[config.mk]
export PLATFORM = sky130hd
export DESIGN_NAME = calculator_core
export DESIGN_NICKNAME = d
export VERILOG_FILES = /design/src/rtl/calc_pkg.sv /design/src/rtl/calc_seq_muldiv.sv /design/src/rtl/calculator_core.sv
export SDC_FILE = /design/constraint.sdc
export NUM_CORES = 1
export LEC_CHECK = 0
export ABC_AREA = 0
export BUFFER_PORTS_ARGS = -buffer_cell sky130_fd_sc_hd__buf_2
export CAP_MARGIN = 30
export CORE_MARGIN = 4
export CORE_UTILIZATION = 63
export DETAILED_ROUTE_END_ITERATION = 8
export PLACE_DENSITY = 0.82
export RECOVER_POWER = 50
export SETUP_SLACK_MARGIN = 0.15
export SLEW_MARGIN = 20
export SYNTH_ARGS = -nofsm -noshare
export SYNTH_HDL_FRONTEND = slang
export SYNTH_SLANG_ARGS = --single-unit
[constraint.sdc]
create_clock -name clk -period 6.3 [get_ports clk]
set_input_delay 0.63 -clock clk [delete_from_list [all_inputs] [get_ports clk]]
set_output_delay 0.63 -clock clk [all_outputs]
set_load 0.005 [all_outputs]
[src/rtl/calc_pkg.sv]
`default_nettype none
// +------------------------------------------------------------------+
// | Package   : calc_pkg                                             |
// | Purpose   : Shared op codes, FSM states and result constants     |
// |             for the calculator arithmetic engine.                |
// | Revision  : 1.0  initial release                                 |
// +------------------------------------------------------------------+
package calc_pkg;

  localparam int RES_W = 32;
  localparam logic [RES_W-1:0] ERR_CODE_DEF = 32'hEEEE_EEEE;

  localparam logic [1:0] OP_ADD = 2'b00;
  localparam logic [1:0] OP_SUB = 2'b01;
  localparam logic [1:0] OP_MUL = 2'b10;
  localparam logic [1:0] OP_DIV = 2'b11;

  typedef enum logic [1:0] {
    ST_IDLE = 2'b00,
    ST_CALC = 2'b01,
    ST_DONE = 2'b10
  } state_e;

endpackage
`default_nettype wire

[src/rtl/calc_seq_muldiv.sv]
`default_nettype none
// +------------------------------------------------------------------+
// | Module    : calc_seq_muldiv                                      |
// | Purpose   : WIDTH-cycle shared shift datapath: shift-add multiply|
// |             (LSB first) and restoring divide (MSB first).        |
// | Revision  : 1.0  initial release                                 |
// +------------------------------------------------------------------+
module calc_seq_muldiv #(
  parameter int WIDTH = 16
) (
  input  logic                 clk,
  input  logic                 rst_n,
  input  logic                 go,
  input  logic                 is_div,
  input  logic [WIDTH-1:0]     a,
  input  logic [WIDTH-1:0]     b,
  output logic                 done,
  output logic [2*WIDTH-1:0]   result
);

  localparam int CNT_W = $clog2(WIDTH + 1);

  // Upper half: accumulator (MUL) or partial remainder (DIV).
  // Lower half: multiplier bits still to consume (MUL) or dividend/quotient (DIV).
  logic [2*WIDTH-1:0] p_q, p_d;
  logic [WIDTH-1:0]   d_q;       // multiplicand (MUL) or divisor (DIV)
  logic               div_q;
  logic [CNT_W-1:0]   cnt_q;
  logic               run_q;

  logic [WIDTH:0]     sum;
  logic [WIDTH:0]     shifted;
  logic [WIDTH-1:0]   rem_sub;
  logic               ge;

  // One iteration step; the final step's value is also the result output.
  always_comb begin
    sum     = {1'b0, p_q[2*WIDTH-1:WIDTH]} + {1'b0, (p_q[0] ? d_q : {WIDTH{1'b0}})};
    shifted = {p_q[2*WIDTH-1:WIDTH], p_q[WIDTH-1]};
    ge      = (shifted >= {1'b0, d_q});
    // When ge holds the true difference is below the divisor, so the low bits suffice.
    rem_sub = shifted[WIDTH-1:0] - d_q;
    if (div_q) begin
      p_d = {(ge ? rem_sub : shifted[WIDTH-1:0]), p_q[WIDTH-2:0], ge};
    end else begin
      p_d = {sum, p_q[WIDTH-1:1]};
    end
  end

  // Load on go, then iterate WIDTH times.
  always_ff @(posedge clk or negedge rst_n) begin
    if (!rst_n) begin
      p_q   <= '0;
      d_q   <= '0;
      div_q <= 1'b0;
      cnt_q <= '0;
      run_q <= 1'b0;
    end else if (go) begin
      p_q   <= {{WIDTH{1'b0}}, (is_div ? a : b)};
      d_q   <= is_div ? b : a;
      div_q <= is_div;
      cnt_q <= CNT_W'(WIDTH);
      run_q <= 1'b1;
    end else if (run_q) begin
      p_q   <= p_d;
      cnt_q <= cnt_q - CNT_W'(1);
      if (cnt_q == CNT_W'(1)) begin
        run_q <= 1'b0;
      end
    end
  end

  assign done   = run_q && (cnt_q == CNT_W'(1));
  assign result = p_d;

endmodule
`default_nettype wire

[src/rtl/calculator_core.sv]
`default_nettype none
// +------------------------------------------------------------------+
// | Module    : calculator_core                                      |
// | Purpose   : Arithmetic engine: 1-cycle add/sub, WIDTH-cycle      |
// |             mul/div, 32-bit held result with valid pulse.        |
// | Revision  : 1.0  initial release                                 |
// +------------------------------------------------------------------+
module calculator_core
  import calc_pkg::*;
#(
  parameter int               WIDTH    = 16,
  parameter logic [RES_W-1:0] ERR_CODE = ERR_CODE_DEF
) (
  input  logic              clk,
  input  logic              rst_n,
  input  logic              start,
  input  logic [1:0]        op,
  input  logic [WIDTH-1:0]  operand_a,
  input  logic [WIDTH-1:0]  operand_b,
  output logic              busy,
  output logic              result_valid,
  output logic              err,
  output logic [RES_W-1:0]  cal_result
);

  state_e             state_q;
  logic [1:0]         op_q;
  logic [WIDTH-1:0]   a_q, b_q;
  logic               busy_q, valid_q, err_q;
  logic [RES_W-1:0]   result_q;

  logic               accept, md_go, md_done, div0, fast;
  logic [2*WIDTH-1:0] md_result;
  logic [RES_W-1:0]   ext_a, ext_b, fast_result;

  // DONE is the last busy cycle; a start there lands on the edge the core frees up.
  assign accept = start && ((state_q == ST_IDLE) || (state_q == ST_DONE));
  assign md_go  = accept && ((op == OP_MUL) || ((op == OP_DIV) && (operand_b != '0)));

  assign div0  = (op_q == OP_DIV) && (b_q == '0);
  assign fast  = (op_q == OP_ADD) || (op_q == OP_SUB) || div0;
  assign ext_a = {{(RES_W-WIDTH){1'b0}}, a_q};
  assign ext_b = {{(RES_W-WIDTH){1'b0}}, b_q};
  // 32-bit subtraction of zero-extended operands yields the sign-extended difference.
  assign fast_result = div0 ? ERR_CODE
                     : ((op_q == OP_SUB) ? (ext_a - ext_b) : (ext_a + ext_b));

  calc_seq_muldiv #(
    .WIDTH  (WIDTH)
  ) u_muldiv (
    .clk    (clk),
    .rst_n  (rst_n),
    .go     (md_go),
    .is_div (operand_b != '0 && op == OP_DIV),
    .a      (operand_a),
    .b      (operand_b),
    .done   (md_done),
    .result (md_result)
  );

  // Control FSM with registered outputs; result_valid defaults low to form a pulse.
  always_ff @(posedge clk or negedge rst_n) begin
    if (!rst_n) begin
      state_q  <= ST_IDLE;
      op_q     <= OP_ADD;
      a_q      <= '0;
      b_q      <= '0;
      busy_q   <= 1'b0;
      valid_q  <= 1'b0;
      err_q    <= 1'b0;
      result_q <= '0;
    end else begin
      valid_q <= 1'b0;
      if (accept) begin
        op_q    <= op;
        a_q     <= operand_a;
        b_q     <= operand_b;
        err_q   <= 1'b0;
        busy_q  <= 1'b1;
        state_q <= ST_CALC;
      end else begin
        case (state_q)
          ST_CALC: begin
            if (fast || md_done) begin
              result_q <= fast ? fast_result : md_result;
              err_q    <= div0;
              valid_q  <= 1'b1;
              state_q  <= ST_DONE;
            end
          end
          ST_DONE: begin
            busy_q  <= 1'b0;
            state_q <= ST_IDLE;
          end
          default: begin
            busy_q  <= 1'b0;
            state_q <= ST_IDLE;
          end
        endcase
      end
    end
  end

  assign busy         = busy_q;
  assign result_valid = valid_q;
  assign err          = err_q;
  assign cal_result   = result_q;

endmodule
`default_nettype wire
-- After elaboration in Yosys (flattened, before gate mapping)
Cells that the tools add are included.
- add/sub/neg operators: 5
- $lt $le $gt $ge: 1
- equality and inequality tests: 9
- multiplexer cells: 26
- bitwise logic cells: 1
- reductions and logical operators: 19
- operators with widths (cell ; count):
    $mux W32 ; 6
    $mux W16 ; 4
    $add A16 B16 Y17 ; 2
    $ge A17 B16 Y1 ; 1
    $sub A16 B16 Y17 ; 1
    $logic_not A16 Y1 ; 1
    $reduce_bool A16 Y1 ; 1
    $sub A16 B16 Y16 ; 1
    $mux W1 ; 11
    $mux W5 ; 2
    $eq A2 B2 Y1 const B ; 4
    $mux W2 ; 3
    $reduce_bool A2 Y1 ; 3
    $eq A5 B1 Y1 const B ; 1
    $logic_and A1 B1 Y1 ; 5
    $logic_or A1 B1 Y1 ; 5
    $sub A5 B1 Y5 const B ; 1
    $eq A2 B1 Y1 const B ; 2
    $logic_not A2 Y1 ; 2
    $ne A3 B3 Y1 const B ; 1
    $reduce_and A3 Y1 ; 1
    $ne A2 B2 Y1 const B ; 1
    $reduce_and A2 Y1 ; 1
    $not A1 Y1 ; 1
- register bits after elaboration: 126
- output and inout port bits: 35
- word-level logic and storage cells: 74

-- Logic depth before layout (Yosys ltp)
Gate-level depths: netlist of run 1.
- word-level depth: 7
- mapped depth: 12
- depth with buffers taken out: 12

-- Modules after synthesis
A second synthesis of run 1 with hierarchy kept.
- cell total of the unflattened synthesis: 1101
- area total of the unflattened synthesis: 9442.8 um2
- by module, submodules not included (module ; times used ; cells an instance ; area an instance (um2) ; seq. area each (um2)):
    calc_seq_muldiv ; 1 ; 574 ; 4863.4 ; 1376.3
    calculator_core ; 1 ; 527 ; 4579.4 ; 1776.7

-- Worst setup path after synthesis of run 1
No wires, ideal clock.
- path kind: register to register
- start point: register u_muldiv.p_q[0]
- end point: register result_q[31] (netlist: cal_result[31])
- data arrival time: 2.595 ns
- setup slack: 3.618 ns
- cell stages (with the launch flop): 12
- path buffers: 1
- clock period less this slack: 2.682 ns
- path through: dfrtp_1 -> clkbuf_1 -> nand2_1 -> fa_1 -> nor2b_1 -> o2111ai_1 -> and3_1 -> o31ai_1 -> a21o_1 -> a211oi_1 -> a211o_1 -> a211oi_2
- word-level cells in the longest chain between the ends: 4
- ends and longest elaborated chain (element ; RTL line ; text):
    start: declaration ; calc_seq_muldiv.sv:25 ; logic [2*WIDTH-1:0] p_q, p_d;
    start signal: assignment ; calc_seq_muldiv.sv:59 ; p_q <= {{WIDTH{1'b0}}, (is_div ? a : b)};
    start signal: assignment ; calc_seq_muldiv.sv:65 ; p_q <= p_d;
    $mux W16 ; calc_seq_muldiv.sv:38 ; sum = {1'b0, p_q[2*WIDTH-1:WIDTH]} + {1'b0, (p_q[0] ? d_q : {WIDTH{1'b0}})};
    $add A16 B16 Y17 ; calc_seq_muldiv.sv:38 ;
    $mux W32 ; calc_seq_muldiv.sv:43 ; if (div_q) begin
    $mux W32 ; calculator_core.sv:85 ; result_q <= fast ? fast_result : md_result;
    end signal: assignment ; calculator_core.sv:85 ;
    end: declaration ; calculator_core.sv:30 ; logic [RES_W-1:0] result_q;
Every way passes these cells.
A chain may end at the register's enable or synchronous reset.

==> results of run 1 <==
-- flip-flops by register name (all words and copies together) (netlist names) --
name and count:
a_q 16, b_q 16, busy 1, cal_result 32, err 1, op_q 2
result_valid 1, state_q 2, u_muldiv.cnt_q 5, u_muldiv.d_q 16, u_muldiv.div_q 1, u_muldiv.p_q 32
u_muldiv.run_q 1
-- worst max-delay path by stage --
| stage | slack [ns] | to | cells after the start | start |
|---|---|---|---|---|
| after global placement | 2.28 | cal_result[27] | 8 | op_q[0] |
| final | 1.96 | u_muldiv.d_q[6] | 3 | rst_n |
| after floorplan | 3.62 | cal_result[31] | 11 | u_muldiv.p_q[0] |
| after CTS | 1.98 | cal_result[17] | 8 | op_q[0] |
| after global routing | 1.19 | u_muldiv.p_q[2] | 3 | rst_n |
| after detailed placement | 2.09 | cal_result[17] | 8 | op_q[0] |
-- metrics by stage --
step                      utilization  hold WS, ns
after floorplan                     -        0.334
after global placement          0.669        0.459
after detailed placement        0.672        0.463
after CTS                       0.713        0.261
after global routing            0.714        0.448
final                           0.714        0.419
-- layout make-up --
class                      instances  area [µm²]  share of cell area
multi-input combinational        844        5670               0.548
tap                              184         230              0.0223
timing repair buffer              81         472              0.0456
clock inverter                    14         159              0.0154
clock buffer                      18         429              0.0415
inverter                          61         229              0.0221
sequential                       126        3150               0.305
-- synthesized netlist by cell type, drive strengths merged, types with 9 or more instances --
library cell / instances
nand2: 155
dfrtp: 126
o21ai: 97
nor2: 78
a21oi: 77
ha: 66
inv: 59
mux2i: 54
clkbuf: 41
xnor2: 30
o211ai: 25
and2: 19
a211oi: 18
nor3: 18
o21a: 17
a21o: 14
buf: 14
nor2b: 12
a31oi: 10
nand3: 10
o31ai: 10
xor2: 10
nand2b: 9
nor4: 9
or3: 9
-- metal layers --
layer / vias to the layer above / wire, µm / global-route usage
met5: - / 0 / 0
met4: 0 / 1210 / 0.139
met3: 92 / 2010 / 0.0631
met2: 375 / 12900 / 0.540
met1: 4054 / 11200 / 0.444
li1: 3979 / - / -
-- cells by family (layout without fill, tap and decap cells) --
family                     Yosys count  after routing
muxes                               60             60
DFF                                126            126
AOI/OAI and AO/OA                  325            325
buffers and inverters              116            174
and+or+nand+nor                    349            349
adders and majority gates           70             70
xor gates and xnor gates            40             40
-- worst register-to-register path, cell delays in order, from the launching register on --
cell and delay [ns]:
dfrtp_1 0.85, nand4_1 0.30, nor3_2 0.44, nor2_1 0.25, a21o_1 0.43, inv_1 0.39
buf_16 0.22, nand2_1 0.11, nor2_1 0.63, a211oi_1 0.22
==> metrics.cfg, run 1 <==
[worst_setup_path]
crit_arrival_ns = 4.62
start_kind = input pin
critPathMaxFanout = 56
cp_num_buf_inv = 3
worst_r2r_startpoint = op_q[0]
path_cells = clkbuf_1 -> clkbuf_1 -> clkbuf_2
slowest_stage = clkbuf_1
crit_family = buffers and inverters
reg2reg_depth = 9
r2r_end = cal_result[17]
cp_common_cell = clkbuf_1
end_kind = async pin
path_class = input pin to async pin
r2r_slack_ns = 2.29
cp.required_ns = 6.59
max_stage_delay_ns = 1.96

[placed_design]
gp_congestion = 1.01
place_ws_ns = 2.09
place_area_mm2 = 0.00973
dp.cells = 1294
port_buffers = 71
place_hpwl_um = 20400

[synthesis]
synth_nets = 1193
syn_inst = 1086
synthDominantCellAreaShare = 0.341
ys_types = 75
synth-xor-area-share = 0.0378
yosys.area_share.simple = 0.177
synthMuxAreaShare = 0.0657
ys_async_sr_fraction = 1.00
yosys.area.top_type = dfrtp_1
ys_seq_elements = 126
yosys-top-cells-area = dfrtp_1, ha_1, nand2_1
synth_edf_count = 0
synth_fa_ha_area_frac = 0.0978
netlist_area_mm2 = 0.00926
ys_warn_count = 0
yosys_most_used_dff = dfrtp_1
synth_top_family_by_area = compound AO/OA/AOI/OAI gates
avgSynthCellArea_um2 = 8.53
synth_compound_area_frac = 0.232
ys_seq_area_frac = 0.341

[clock_tree]
cts_buffers = 17
clk_path_buf_depth = 2
cts_tree = done
ctsResizeCount = 0
postCtsSetupBuffers = 0
clockRootBuffer = clkbuf_16
htreeDepth = 4
path_clk_slew_ns = 0.06
cts_hold_buf = 0
clk-insertion-delay-late_ns = 0.43
cts.sinks = 126

[floorplanning]
ios = 72
dieArea_mm2 = 0.0167
dieHeight_um = 129
core-area_mm2 = 0.0145
rows = 44
die_w_um = 129
start_util = 0.639

[routing]
dr.pass1.iters = 6
drc = 0
finalWirelength_um = 27300
detail_route.vias_per_cell = 6.40
wl_per_cell_um = 20.6
vias = 8500
drt_iter0_markers = 772
ant_nets = 0

[layout]
final_common_cell = nand2_1
final_cell_mix = nand2_1, dfrtp_1, o21ai_0
final_cells = 1328
fill_cells = 1153
nets = 1238
drive_above_1_share = 0.124
n_antenna_cell = 0
design_area_mm2 = 0.0103
syn_to_final_growth_pct = 11.7

[sta]
grt_setup_unrepaired = false
slew_headroom = -0.884
tightest_slew_ns = 2.83
fin_crit_sh = 0.688
setup_ws_ns = 1.96
finalSetupViolCount = 0
skew_ns = 0.00917
finalSetupTns_ns = 0
finalCriticalPeriod_ns = 4.34
slew_viol_final = 112
max_freq_mhz = 231
finalHoldViolCount = 0

[grt]
overflow = 0
grt_max_degree = 73
grt_pass1_vias = 8122
grt_pass1_wl_um = 43200
antenna_found_initial = 0
grtUsageTotal = 0.334

[hold_path]
min_path_type = input pin to register
whs_endpoint = a_q[7]
hold_depth = 3
hp-start = operand_a[7]

[outcome]
outcome = finished with violations
violations = max-capacitance violations, max-slew violations

[flow_run]
cap_violations = 2

Power of run 1 is not shown: default switching activity piles up to over one toggle a cycle in this logic, so the estimate is an artifact.
==> run 2, diff against run 1 <==
--- a/config.mk
+++ b/config.mk
@@ -9,9 +9,9 @@
 export BUFFER_PORTS_ARGS = -buffer_cell sky130_fd_sc_hd__buf_2
 export CAP_MARGIN = 30
 export CORE_MARGIN = 4
-export CORE_UTILIZATION = 63
+export CORE_UTILIZATION = 56
 export DETAILED_ROUTE_END_ITERATION = 8
-export PLACE_DENSITY = 0.82
+export PLACE_DENSITY = 0.77
 export RECOVER_POWER = 50
 export SETUP_SLACK_MARGIN = 0.15
 export SLEW_MARGIN = 20
==> constraint.sdc (replaced) <==
create_clock -name clk -period 3.9 [get_ports clk]
set_input_delay 0.39 -clock clk [delete_from_list [all_inputs] [get_ports clk]]
set_output_delay 0.39 -clock clk [all_outputs]
set_load 0.005 [all_outputs]
==> metrics.cfg, run 2 (synthesis results as in run 1) <==
[worst_setup_path]
max_stage_delay_ns = 0.66  ; -1.30 ns
crit_family = compound AO/OA/AOI/OAI gates
cp_num_buf_inv = 1  ; -2
start_kind = register
cp.required_ns = 4.24  ; -2.35 ns
path_cells = and2_1 -> ha_1 -> inv_1 -> fa_1 -> nor2b_1 -> o2111ai_1 -> and3_1 -> o31ai_1 -> a21o_1 -> a211oi_1 -> a211o_1 -> a211oi_2
r2r_slack_ns = 0.62  ; -1.67 ns
path_class = register to register
slowest_stage = dfrtp_1
crit_arrival_ns = 3.62  ; -1.00 ns
critPathMaxFanout = 18  ; -68%
end_kind = register

[sta]
finalCriticalPeriod_ns = 3.28
slew_headroom = -1.22  ; -0.333
finalSetupTns_ns = 0  ; unchanged
tightest_slew_ns = 3.32  ; +0.499 ns
finalHoldViolCount = 0  ; unchanged
slew_viol_final = 58  ; -48%
skew_ns = 0.00669  ; -0.00247 ns
setup_ws_ns = 0.621  ; -1.34 ns
grt_setup_unrepaired = false
max_freq_mhz = 305
fin_crit_sh = 0.841
finalSetupViolCount = 0  ; unchanged

[clock_tree]
cts.sinks = 126  ; unchanged
path_clk_slew_ns = 0.06  ; about the same
clockRootBuffer = clkbuf_16
htreeDepth = 4  ; unchanged
cts_hold_buf = 0  ; unchanged
postCtsSetupBuffers = 0  ; unchanged
ctsResizeCount = 0  ; unchanged
cts_buffers = 17  ; unchanged
clk-insertion-delay-late_ns = 0.43  ; about the same
cts_tree = done
clk_path_buf_depth = 2  ; unchanged

[placed_design]
dp.cells = 1330  ; +2.8%
place_ws_ns = 0.721  ; -1.37 ns
place_hpwl_um = 20500  ; +0.65%
port_buffers = 71  ; unchanged
gp_congestion = 0.946  ; -6.6%

[floorplanning]
ios = 72  ; unchanged
start_util = 0.577  ; -0.0629
die_w_um = 137  ; +5.7%
core-area_mm2 = 0.0161  ; +11%
dieArea_mm2 = 0.0187  ; +12%
rows = 46  ; +4.5%
dieHeight_um = 137  ; +5.7%

[routing]
detail_route.vias_per_cell = 6.26  ; -2.3%
dr.pass1.iters = 5  ; -1
vias = 8521  ; +0.25%
drt_iter0_markers = 872  ; +13%
finalWirelength_um = 27600  ; +1.1%
wl_per_cell_um = 20.3  ; -1.4%
ant_nets = 0  ; unchanged
drc = 0  ; unchanged

[grt]
overflow = 0  ; unchanged
grt_pass1_vias = 8054  ; -0.84%
antenna_found_initial = 0  ; unchanged
grt_pass1_wl_um = 42900  ; -0.81%
grtUsageTotal = 0.301  ; -0.0337
grt_max_degree = 76  ; +4.1%

[layout]
finish.utilization = 0.645  ; -0.0698
final_cell_mix = nand2_1, dfrtp_1, o21ai_0
final_common_cell = nand2_1
drive_above_1_share = 0.118  ; -0.00632
syn_to_final_growth_pct = 11.8  ; about the same
n_antenna_cell = 0  ; unchanged
nets = 1240  ; +0.16%
final_cells = 1362  ; +2.6%

[hold_path]
min_path_type = input pin to register

[outcome]
outcome = finished with violations
violations = max-capacitance violations, max-slew violations

[flow_run]
cap_violations = 1  ; -1

run 2: cell types whose count changed in the layout (fill, tap and decap cells not counted):
cell,change
clkinv_2,+2
clkinv_4,+2
clkbuf_1,+9
inv_6,-3
buf_16,-2
buf_4,+7
clkbuf_8,+1
inv_8,-1
clkbuf_2,-1
buf_2,-11
clkinvlp_4,-1
run 2: final cells by class:
cell class              count  area [µm²]
repair buffers             83         443
fillers                  1394        5710
multi-input cells         844        5670
clock buffers              19         443
clock inverters            13         141
inverters                  61         229
flip-flops and latches    126        3150
well taps                 216         270
run 2: final timing paths:
kind | end | from | depth (start not counted)
setup / recovery | cal_result[31] | u_muldiv.p_q[0] | 12
hold / removal | a_q[8] | operand_a[8] | 3
setup reg to reg | cal_result[31] | u_muldiv.p_q[0] | 12
hold reg to reg | cal_result[10] | cal_result[10] | 2
max in group asynchronous | b_q[8] | rst_n | 1
min in group asynchronous | u_muldiv.p_q[22] | rst_n | 1
run 2: worst min-delay path: stages:
cell     delay [ns]
buf_2          0.10
nand2_1        0.05
nand2_1        0.04
run 2: stage by stage:
step                hold slack, ns  area (µm²)
finish                       0.184       10400
global route                 0.180       10400
CTS                         0.0532       10400
detailed placement           0.460        9780
global placement             0.455        9780
floorplan                   0.0944        9260
run 2: routing by layer:
layer | track usage | routed length (µm)
met5 | 0 | 0
met4 | 0.118 | 927
met3 | 0.0713 | 2570
met2 | 0.470 | 12600
met1 | 0.404 | 11500
Power of run 2 is left out for the same reason.
==> run 3, diff against run 2 <==
--- a/config.mk
+++ b/config.mk
@@ -9,9 +9,9 @@
 export BUFFER_PORTS_ARGS = -buffer_cell sky130_fd_sc_hd__buf_2
 export CAP_MARGIN = 30
 export CORE_MARGIN = 4
-export CORE_UTILIZATION = 56
+export CORE_UTILIZATION = 62
 export DETAILED_ROUTE_END_ITERATION = 8
-export PLACE_DENSITY = 0.77
+export PLACE_DENSITY = 0.81
 export RECOVER_POWER = 50
 export SETUP_SLACK_MARGIN = 0.15
 export SLEW_MARGIN = 20
==> constraint.sdc (replaced) <==
create_clock -name clk -period 3.27 [get_ports clk]
set_input_delay 0.327 -clock clk [delete_from_list [all_inputs] [get_ports clk]]
set_output_delay 0.327 -clock clk [all_outputs]
set_load 0.005 [all_outputs]
==> metrics.cfg, run 3 (synthesis results as in run 1) <==
[outcome]
outcome = finished clean

[layout]
multiInputGateArea_mm2 = 0.00571  ; +0.64%
nets = 1265  ; +2.0%
final_common_cell = nand2_1
finish.utilization = 0.725  ; +0.0803
final_cell_mix = nand2_1, dfrtp_1, o21ai_0
n_antenna_cell = 0  ; unchanged
drive_above_1_share = 0.124  ; +0.00602
fill_cells = 1178  ; -15%
seq_area_mm2 = 0.00315  ; unchanged
syn_to_final_growth_pct = 14.2
final_cells = 1355  ; -0.51%

[sta]
setup_ws_ns = 0.228  ; -0.392 ns
finalCriticalPeriod_ns = 3.04  ; -0.238 ns
finalSetupViolCount = 0  ; unchanged
slew_headroom = 0.0498  ; +1.27
skew_ns = 0.0127  ; +0.00604 ns
grt_setup_unrepaired = true
finalHoldViolCount = 0  ; unchanged
finalSetupTns_ns = 0  ; unchanged
tightest_slew_ns = 1.43  ; -1.90 ns
fin_crit_sh = 0.930  ; +0.0893
max_freq_mhz = 329  ; +7.8%
slew_viol_final = 0  ; -100%

[routing]
dr.pass1.iters = 5  ; unchanged
drt_iter0_markers = 804  ; -7.8%
detail_route.vias_per_cell = 6.41  ; +2.4%
wl_per_cell_um = 21.8  ; +7.6%
vias = 8683  ; +1.9%
finalWirelength_um = 29500  ; +7.0%
ant_nets = 0  ; unchanged
drc = 0  ; unchanged

[clock_tree]
clk-insertion-delay-late_ns = 0.43  ; about the same
postCtsSetupBuffers = 0  ; unchanged
path_clk_slew_ns = 0.06  ; about the same
cts_tree = done
clk_path_buf_depth = 2  ; unchanged
cts_buffers = 17  ; unchanged
clockRootBuffer = clkbuf_16
htreeDepth = 4  ; unchanged
cts.sinks = 126  ; unchanged

[floorplanning]
dieArea_mm2 = 0.0170  ; -9.1%
core-area_mm2 = 0.0146  ; -9.1%
dieHeight_um = 130  ; -4.7%
die_w_um = 130  ; -4.7%
rows = 44  ; -4.3%
ios = 72  ; unchanged
start_util = 0.635  ; +0.0581

[grt]
grtUsageTotal = 0.354  ; +0.0535
grt_max_degree = 64  ; -16%
grt_pass1_wl_um = 45700  ; +6.7%
overflow = 0  ; unchanged
antenna_found_initial = 1  ; +1
grt_pass1_vias = 8427  ; +4.6%

[placed_design]
gp_congestion = 0.969  ; +2.5%
place_hpwl_um = 21900  ; +7.0%
dp.cells = 1322  ; -0.60%
port_buffers = 71  ; unchanged
place_ws_ns = 0.117  ; -0.603 ns

[worst_setup_path]
cp.required_ns = 3.54  ; -0.70 ns
critPathMaxFanout = 13  ; -5
start_kind = register
path_cells = ha_1 -> nand4_2 -> nor4_2 -> o31ai_4 -> a31o_4 -> nand2_4 -> mux2_2 -> a21oi_1 -> a211oi_1
end_kind = register
max_stage_delay_ns = 0.43  ; -0.23 ns
path_class = register to register
slowest_stage = dfrtp_1
crit_arrival_ns = 3.31  ; -0.31 ns

[flow_run]
cap_violations = 0  ; -1

[hold_path]
min_path_type = input pin to register

run 3: cell types whose count changed in the layout (fill, tap and decap cells not counted), sizes merged:
cell and change:
bufinv +2, dlygate4sd3 +1, clkinv -5, buf +3
clkinvlp +3, inv +1, clkbuf +20
run 3: worst paths after layout:
kind,endpoint,from,depth (start not counted),slack (ns)
max,u_muldiv.p_q[21],u_muldiv.p_q[22],9,0.23
min,a_q[2],operand_a[2],3,0.15
max reg2reg,u_muldiv.p_q[21],u_muldiv.p_q[22],9,0.23
min reg2reg,cal_result[2],cal_result[2],2,0.48
max in group asynchronous,a_q[1],rst_n,4,1.26
min in group asynchronous,cal_result[21],rst_n,2,0.78
run 3: critical path, delay by kind of cell, from the launching register on:
| kind | cells | cell delay, ns |
|---|---|---|
| AO/OA/AOI/OAI | 4 | 0.89 |
| AND/OR/NAND/NOR | 3 | 0.78 |
| flip-flops | 1 | 0.43 |
| adder cells (fa/ha/maj) | 1 | 0.42 |
| multiplexers | 1 | 0.36 |
run 3: layer usage:
metal,global-route usage,vias up,routed length [µm]
met2,0.586,380,14100
met4,0.147,2,1210
met5,0,-,13
met3,0.0684,87,2230
li1,-,4035,-
met1,0.455,4179,12000
run 3: layout make-up:
type / count / share of cell area
timing repair buffer: 108 / 0.0599
sequential: 126 / 0.298
multi-input combinational: 844 / 0.540
inverter: 61 / 0.0217
clock inverter: 14 / 0.0182
tap: 184 / 0.0218
clock buffer: 18 / 0.0406
run 3: repair_timing:
item | CTS | global route
hold buffers | 1 | 0
endpoints found under the setup margin | 2 | 17
resized for setup | 1 | 9
hold endpoints to repair | 26 | 0
run 3: through the flow:
step / hold slack, ns / instance area, µm²
4_1_cts: 0.147 / 10600
2_1_floorplan: 0.0314 / 9260
6_report: 0.150 / 10600
3_5_place_dp: 0.434 / 9950
3_3_place_gp: 0.426 / 9950
5_1_grt: 0.155 / 10600
Power of run 3 is left out for the same reason.
